[src/rtl/mem_access_unit.sv]
// MEM-stage load/store engine: turns EX/MEM memory ops into req/ack bus transactions.
// Optional MISALIGN_TRAP_EN: misaligned accesses fault instead of being aligned down.
module mem_access_unit #(
  parameter int TIMEOUT_CYCLES = 16,
  parameter int ADDR_W         = 32
) (
  input  logic              clk,
  input  logic              reset,
  input  logic              MemRead_in,
  input  logic              MemWrite_in,
  input  logic [2:0]        funct3_in,
  input  logic [ADDR_W-1:0] addr_in,
  input  logic [31:0]       store_data_in,
  output logic              stall_out,
  output logic [31:0]       read_data_out,
  output logic              fault_out,
  output logic              misaligned_out,
  output logic              bus_req,
  output logic              bus_we,
  output logic [ADDR_W-1:0] bus_addr,
  output logic [31:0]       bus_wdata,
  output logic [3:0]        bus_wstrb,
  input  logic              bus_ack,
  input  logic [31:0]       bus_rdata
);

  typedef enum logic [1:0] {IDLE, BUSY, RESP} state_t;
  typedef enum logic [1:0] {SZ_B, SZ_H, SZ_W} size_t;

  state_t              state_q, state_d;
  logic [7:0]          cnt_q, cnt_d;
  logic [ADDR_W-3:0]   addr_q, addr_d;
  logic [1:0]          lo_q, lo_d;
  logic                we_q, we_d;
  logic [31:0]         wdata_q, wdata_d;
  logic [3:0]          wstrb_q, wstrb_d;
  size_t               sz_q, sz_d;
  logic                sext_q, sext_d;
  logic [31:0]         data_q, data_d;
  logic                fault_q, fault_d;
  logic                mis_q, mis_d;

  logic        access, is_wr, trap;
  size_t       sz;
  logic [1:0]  eff_lo;
  logic [31:0] req_wdata;
  logic [3:0]  req_wstrb;
  logic [31:0] shifted, ext;

  // Request decode; access is masked during reset so nothing leaks onto the bus.
  always_comb begin
    access = (MemRead_in | MemWrite_in) & reset;
    is_wr  = MemWrite_in & ~MemRead_in;
    case (funct3_in)
      3'b000:  sz = SZ_B;
      3'b001:  sz = SZ_H;
      3'b100:  sz = is_wr ? SZ_W : SZ_B;
      3'b101:  sz = is_wr ? SZ_W : SZ_H;
      default: sz = SZ_W;
    endcase
    case (sz)
      SZ_B:    eff_lo = addr_in[1:0];
      SZ_H:    eff_lo = {addr_in[1], 1'b0};
      default: eff_lo = 2'b00;
    endcase
    case (sz)
      SZ_B:    req_wdata = {4{store_data_in[7:0]}};
      SZ_H:    req_wdata = {2{store_data_in[15:0]}};
      default: req_wdata = store_data_in;
    endcase
    if (!is_wr)          req_wstrb = 4'b0000;
    else if (sz == SZ_B) req_wstrb = 4'b0001 << eff_lo;
    else if (sz == SZ_H) req_wstrb = 4'b0011 << eff_lo;
    else                 req_wstrb = 4'b1111;
`ifdef MISALIGN_TRAP_EN
    trap = access & (((sz == SZ_H) & addr_in[0]) | ((sz == SZ_W) & (addr_in[1:0] != 2'b00)));
`else
    trap = 1'b0;
`endif
  end

  // Load extraction from the captured word using the registered byte offset.
  always_comb begin
    shifted = data_q >> {lo_q, 3'b000};
    case (sz_q)
      SZ_B:    ext = sext_q ? {{24{shifted[7]}}, shifted[7:0]} : {24'h0, shifted[7:0]};
      SZ_H:    ext = sext_q ? {{16{shifted[15]}}, shifted[15:0]} : {16'h0, shifted[15:0]};
      default: ext = data_q;
    endcase
  end

  always_comb begin
    state_d        = state_q;
    cnt_d          = cnt_q;
    addr_d         = addr_q;
    lo_d           = lo_q;
    we_d           = we_q;
    wdata_d        = wdata_q;
    wstrb_d        = wstrb_q;
    sz_d           = sz_q;
    sext_d         = sext_q;
    data_d         = data_q;
    fault_d        = fault_q;
    mis_d          = mis_q;
    stall_out      = 1'b0;
    bus_req        = 1'b0;
    bus_we         = 1'b0;
    bus_addr       = '0;
    bus_wdata      = '0;
    bus_wstrb      = '0;
    read_data_out  = '0;
    fault_out      = 1'b0;
    misaligned_out = 1'b0;
    case (state_q)
      IDLE: if (access) begin
        stall_out = 1'b1;
        sz_d      = sz;
        sext_d    = ~funct3_in[2];
        lo_d      = eff_lo;
        if (trap) begin
          data_d  = '0;
          fault_d = 1'b1;
          mis_d   = 1'b1;
          state_d = RESP;
        end else begin
          // An ack arriving in this cycle is deliberately ignored.
          bus_req   = 1'b1;
          bus_we    = is_wr;
          bus_addr  = {addr_in[ADDR_W-1:2], 2'b00};
          bus_wdata = req_wdata;
          bus_wstrb = req_wstrb;
          addr_d    = addr_in[ADDR_W-1:2];
          we_d      = is_wr;
          wdata_d   = req_wdata;
          wstrb_d   = req_wstrb;
          cnt_d     = 8'd0;
          fault_d   = 1'b0;
          mis_d     = 1'b0;
          state_d   = BUSY;
        end
      end
      BUSY: begin
        stall_out = 1'b1;
        bus_req   = 1'b1;
        bus_we    = we_q;
        bus_addr  = {addr_q, 2'b00};
        bus_wdata = wdata_q;
        bus_wstrb = wstrb_q;
        if (bus_ack) begin
          data_d  = we_q ? 32'h0 : bus_rdata;
          fault_d = 1'b0;
          state_d = RESP;
        end else if (cnt_q == 8'(TIMEOUT_CYCLES - 1)) begin
          data_d  = '0;
          fault_d = 1'b1;
          state_d = RESP;
        end else begin
          cnt_d = cnt_q + 8'd1;
        end
      end
      RESP: begin
        read_data_out = ext;
        fault_out     = fault_q;
`ifdef MISALIGN_TRAP_EN
        misaligned_out = mis_q;
`endif
        state_d = IDLE;
      end
      default: state_d = IDLE;
    endcase
  end

  always_ff @(posedge clk or negedge reset) begin
    if (!reset) begin
      state_q <= IDLE;
      cnt_q   <= '0;
      addr_q  <= '0;
      lo_q    <= '0;
      we_q    <= 1'b0;
      wdata_q <= '0;
      wstrb_q <= '0;
      sz_q    <= SZ_B;
      sext_q  <= 1'b0;
      data_q  <= '0;
      fault_q <= 1'b0;
      mis_q   <= 1'b0;
    end else begin
      state_q <= state_d;
      cnt_q   <= cnt_d;
      addr_q  <= addr_d;
      lo_q    <= lo_d;
      we_q    <= we_d;
      wdata_q <= wdata_d;
      wstrb_q <= wstrb_d;
      sz_q    <= sz_d;
      sext_q  <= sext_d;
      data_q  <= data_d;
      fault_q <= fault_d;
      mis_q   <= mis_d;
    end
  end

endmodule

[config.mk]
export PLATFORM = sky130hd
export DESIGN_NAME = mem_access_unit
export DESIGN_NICKNAME = d
export VERILOG_FILES = /design/src/rtl/mem_access_unit.sv
export SDC_FILE = /design/constraint.sdc
export NUM_CORES = 1
export LEC_CHECK = 0
export CELL_PAD_IN_SITES_DETAIL_PLACEMENT = 1
export CELL_PAD_IN_SITES_GLOBAL_PLACEMENT = 1
export CORE_MARGIN = 2
export CORE_UTILIZATION = 31
export CTS_BUF_LIST = sky130_fd_sc_hd__clkbuf_8
export DETAILED_ROUTE_END_ITERATION = 6
export GPL_TIMING_DRIVEN = 0
export PLACE_DENSITY = 0.8
export SLEW_MARGIN = 20
export SYNTH_ARGS = -nofsm -noshare
export SYNTH_HDL_FRONTEND = slang
export SYNTH_SLANG_ARGS = --single-unit
[constraint.sdc]
create_clock -name clk -period 1.7 [get_ports clk]
set_input_delay 0.17 -clock clk [delete_from_list [all_inputs] [get_ports clk]]
set_output_delay 0.17 -clock clk [all_outputs]
set_load 0.05 [all_outputs]
==> results.md <==
Critical path:
- The endpoint identified for the worst register-to-register timing path is fault_q.
- The critical path goes through buf_6 > clkinvlp_4 > nor2_4 > buf_12 > buf_12 > buf_8 > buf_8 > buf_6 > nand2_4 > nand2_2 > buf_8.
- The length in cells of the worst reg-to-reg path is 10.
- The worst setup path is launched from a flop.
- The maximum fanout along the worst path is 5.
- The cell with the largest stage delay on the worst path is dfrtp_1.
- In this run the register-to-register setup slack is -0.24 ns.
- The startpoint identified for the worst register-to-register timing path is state_q[0].
- The delay of the slowest cell on the worst path is 0.38 ns.
- Among the stages of the critical path, the cell type that occurs most often is buf_8.
- By startpoint and endpoint, the worst setup path is classified as flop to output pin.
- STA classifies the critical path endpoint as an output pin.
- The required time of the critical path is 1.53 ns.
- At the worst endpoint, the arrival time is 2.36 ns.

Logic synthesis:
- The biggest area contributor in the post-synthesis netlist is dfrtp_1.
- Sorting the synthesized cells by how often they occur yields 272 x nand2_1, 115 x dfrtp_1, 46 x a21oi_1.
- The most instantiated flip-flop cell in the synthesis netlist is dfrtp_1.
- After synthesis the cells add up to 6220 sq um.
- The share of the synthesized area in the top cell type is roughly 46%.
- Counting distinct cell types in the post-synthesis netlist gives 53.
- The cell count after synthesis came out at ~730.
- Dividing the synthesized area by the synthesized cell count gives 8.54 sq um.
- In the post-synthesis netlist, the biggest area contributors are dfrtp_1 46%, nand2_1 16%, mux2i_1 6.0%.
- For this run, asynchronously set or reset flops after synthesis account for 100%.
- For this run, the number of Yosys warnings is 0.
- After synthesis the netlist holds a flip-flop and latch count of roughly 120.
- The count of flip-flops with a built-in enable after synthesis is 0.
- The sequential fraction of the synthesis area is between 40 and 50%.
- The most frequent cell after synthesis is nand2_1.

GRT:
- The initial antenna violation count is 0.
- The number of global-route vias before repair came to 7,800.
- The first global-routing pass estimated 45,700 microns of wire.
- In this run the most used layer during global routing was met2.
- The total global routing track utilization is 27.9%.
- The residual overflow from global routing is 0.
- For met3 alone, demand over resource in global routing was under 10%.
- Entering global routing, the biggest net connects slightly below 70 pins.
- Global routing used 49.2% of the available met2 tracks.
- For met1 alone, demand over resource in global routing was 32.3%.

Placed design:
- The sum of net half-perimeters after detailed placement is 17,700 microns.
- Routability-driven placement finished with a final weighted congestion of 0.838.
- The number of I/O port buffers is roughly 200.
- After detailed placement, the total cell area comes to around 9400 sq um.

STA:
- After layout, the worst path uses 149% of the clock period.
- Setup slack on the critical path of the routed design comes to -0.828 ns.
- For the pin with the worst max-slew slack, the measured transition is 0.577 ns.
- The final-report setup violation count is 204.
- The clock skew is 0.0216 ns.
- Setup repair after global routing could not meet its margin everywhere.
- Counting I/O delays and the setup requirement, the final critical path takes 2.53 ns.
- The count of final hold-check violations was 68.
- The final worst hold slack is -0.370 ns.
- The worst pin sits at a relative slew slack of 61.3%.
- For this run, the top clock speed supported by timing is 395 MHz.
- The count of final max-slew check failures was 0.

Clock network:
- TritonCTS built the clock tree.
- The root cell of the clock tree is clkbuf_8.
- The CTS clock-pin slew for the worst setup and hold paths is approximately 0.090 ns.
- Counting every sink on the clock net gives about 120.
- The clock tree synthesis step divided the H-tree into 4 levels.
- At the later pin of the worst-skew pair, clock insertion delay measures 0.46 ns.
- TritonCTS created 17 clock buffers.
- The clock passes through at most 2 buffers.

Route:
- The sum of routed wire length over all layers is 35,600 microns.
- The mean number of vias per cell is 5.58.
- Before antenna repair, the detailed router went through 6 iterations.
- The number of remaining DRC errors is 0.
- The remaining antenna violation count is 0.
- The wire length per cell after detailed routing is 26.7 microns.
- The first routing iteration left around 450 violations.
- The detailed router placed 7,446 vias in this run.

Floorplan:
- The vertical die dimension is 146 microns.
- The core region is 19,600 sq um.
- The total number of placement rows is 51.
- The starting density of the core is a little under a third.
- The top-level port count is between 200 and 250.
- In this run the horizontal extent of the chip is 146 microns.
- The die covers 21,200 sq um.

Run status:
- The flow ran to the end, but the final reports show violations.
- The final reports fail on hold timing, setup timing.

Power:
- The largest vdd supply drop is 0.787 mV.
- Summed over all cells, the static leakage comes to between 6 and 7 nW.
- For this design the ratio of total power to cell area is 1330 nW/um^2.
- The total design power is 17.0 mW.

Final layout:
- The area growth from synthesis to layout is 106%.
- The number of antenna diodes in the final layout is 0.
- The layout net count is 1,170.
- The layout has about 2,000 filler cells.
- Summing all non-filler instances in the final layout gives an area of 12,800 sq um.
- The share of cells above drive strength 1 is 53.6%.

Run:
- The max-cap violation count is 0.

Worst hold path:
- The min-delay analysis places its worst path in the category primary input to asynchronous set/reset pin.
==> metrics by stage <==
step	util [%]	instances	hold slack, ns	setup TNS, ns	worst slack (ns)
6_report	65.3	1335	-0.370	-76.57	-0.828
5_1_grt	65.3	1335	-0.367	-84.45	-0.873
4_1_cts	59.0	1291	-0.307	-66.52	-0.776
3_5_place_dp	48.0	1201	0.240	-189.57	-1.75
3_3_place_gp	47.8	1200	0.457	-1422.92	-6.58
2_1_floorplan	-	731	-0.126	-1.60	-0.204
==> how the worst max path moves through the flow <==
stage | end | start | slack (ns) | depth (start not counted)
finish | bus_addr[16] | state_q[0] | -0.83 | 11
global route | bus_addr[16] | state_q[0] | -0.87 | 11
CTS | read_data_out[10] | lo_q[1] | -0.78 | 7
detailed placement | bus_wdata[6] | reset | -1.75 | 7
global placement | bus_wdata[6] | reset | -6.58 | 7
floorplan | bus_wstrb[2] | funct3_in[2] | -0.20 | 8
==> what timing repair did <==
action,in CTS,in global routing
cloned,9,11
pin swaps,64,74
endpoints found under the setup margin,203,213
hold endpoints to repair,64,64
gates resized for setup,935,277
setup buffers,56,44
==> cell type report <==
class | instances | area (sq um) | share of cell area, %
well taps | 265 | 332 | 2.59
clock buffers | 19 | 262 | 2.04
plain buffers | 47 | 567 | 4.43
multi-input cells | 553 | 4760 | 37.2
repair buffers | 319 | 3860 | 30.2
inverters | 8 | 36.3 | 0.284
clock inverters | 9 | 92.6 | 0.724
flip-flops and latches | 115 | 2880 | 22.5
==> cells by family after synthesis <==
| kind of cell | Yosys count | synth area share (%) |
|---|---|---|
| compound gates | 179 | 19.5 |
| xor+xnor | 3 | 0.422 |
| fa+ha+maj | 5 | 1.01 |
| buf+inv | 63 | 5.17 |
| flops | 115 | 46.2 |
| mux | 38 | 6.13 |
| other cells | 1 | 0.0603 |
| simple gates | 325 | 21.5 |
==> where the power goes <==
group / switching, mW / internal (mW)
registers: 1.15 / 3.69
clock network: 1.21 / 1.32
logic: 5.42 / 4.21
total: 7.78 / 9.23
==> critical path: cells and delay by family (launching register included) <==
kind | cells | cell delay, ns
simple gates | 3 | 0.34
buf+inv | 8 | 1.17
flops | 1 | 0.38
==> metal layers <==
layer,part of all wire (%),vias to the layer above
met2,52,373
met3,6.1,120
met5,0,-
met1,37,3796
met4,5.1,0
li1,-,3157
==> state kept, by name (all words and copies together), names as in the netlist <==
signal,flops
data_q,32
lo_q,2
wstrb_q,4
sz_q,2
sext_q,1
addr_q,30
cnt_q,8
fault_q,1
wdata_q,32
we_q,1
state_q,2
==> placed cells by master (no fill, tap or decap), types with 8 or more instances in the layout <==
master           instances
a211oi_1                 8
a211oi_4                 8
a21o_1                  10
a21oi_1                 25
a21oi_4                 16
a22o_1                  32
buf_12                  27
buf_4                   66
buf_6                   62
buf_8                   70
clkbuf_16               15
clkbuf_8                19
clkdlybuf4s50_1         97
dfrtp_1                110
inv_1                    8
mux2i_1                 30
nand2_1                108
nand2_2                 72
nand2_4                 90
nor2_1                  19
o21ai_0                 12
o21ai_4                 17
o31ai_4                  9
(Power assumes the default switching activity.)
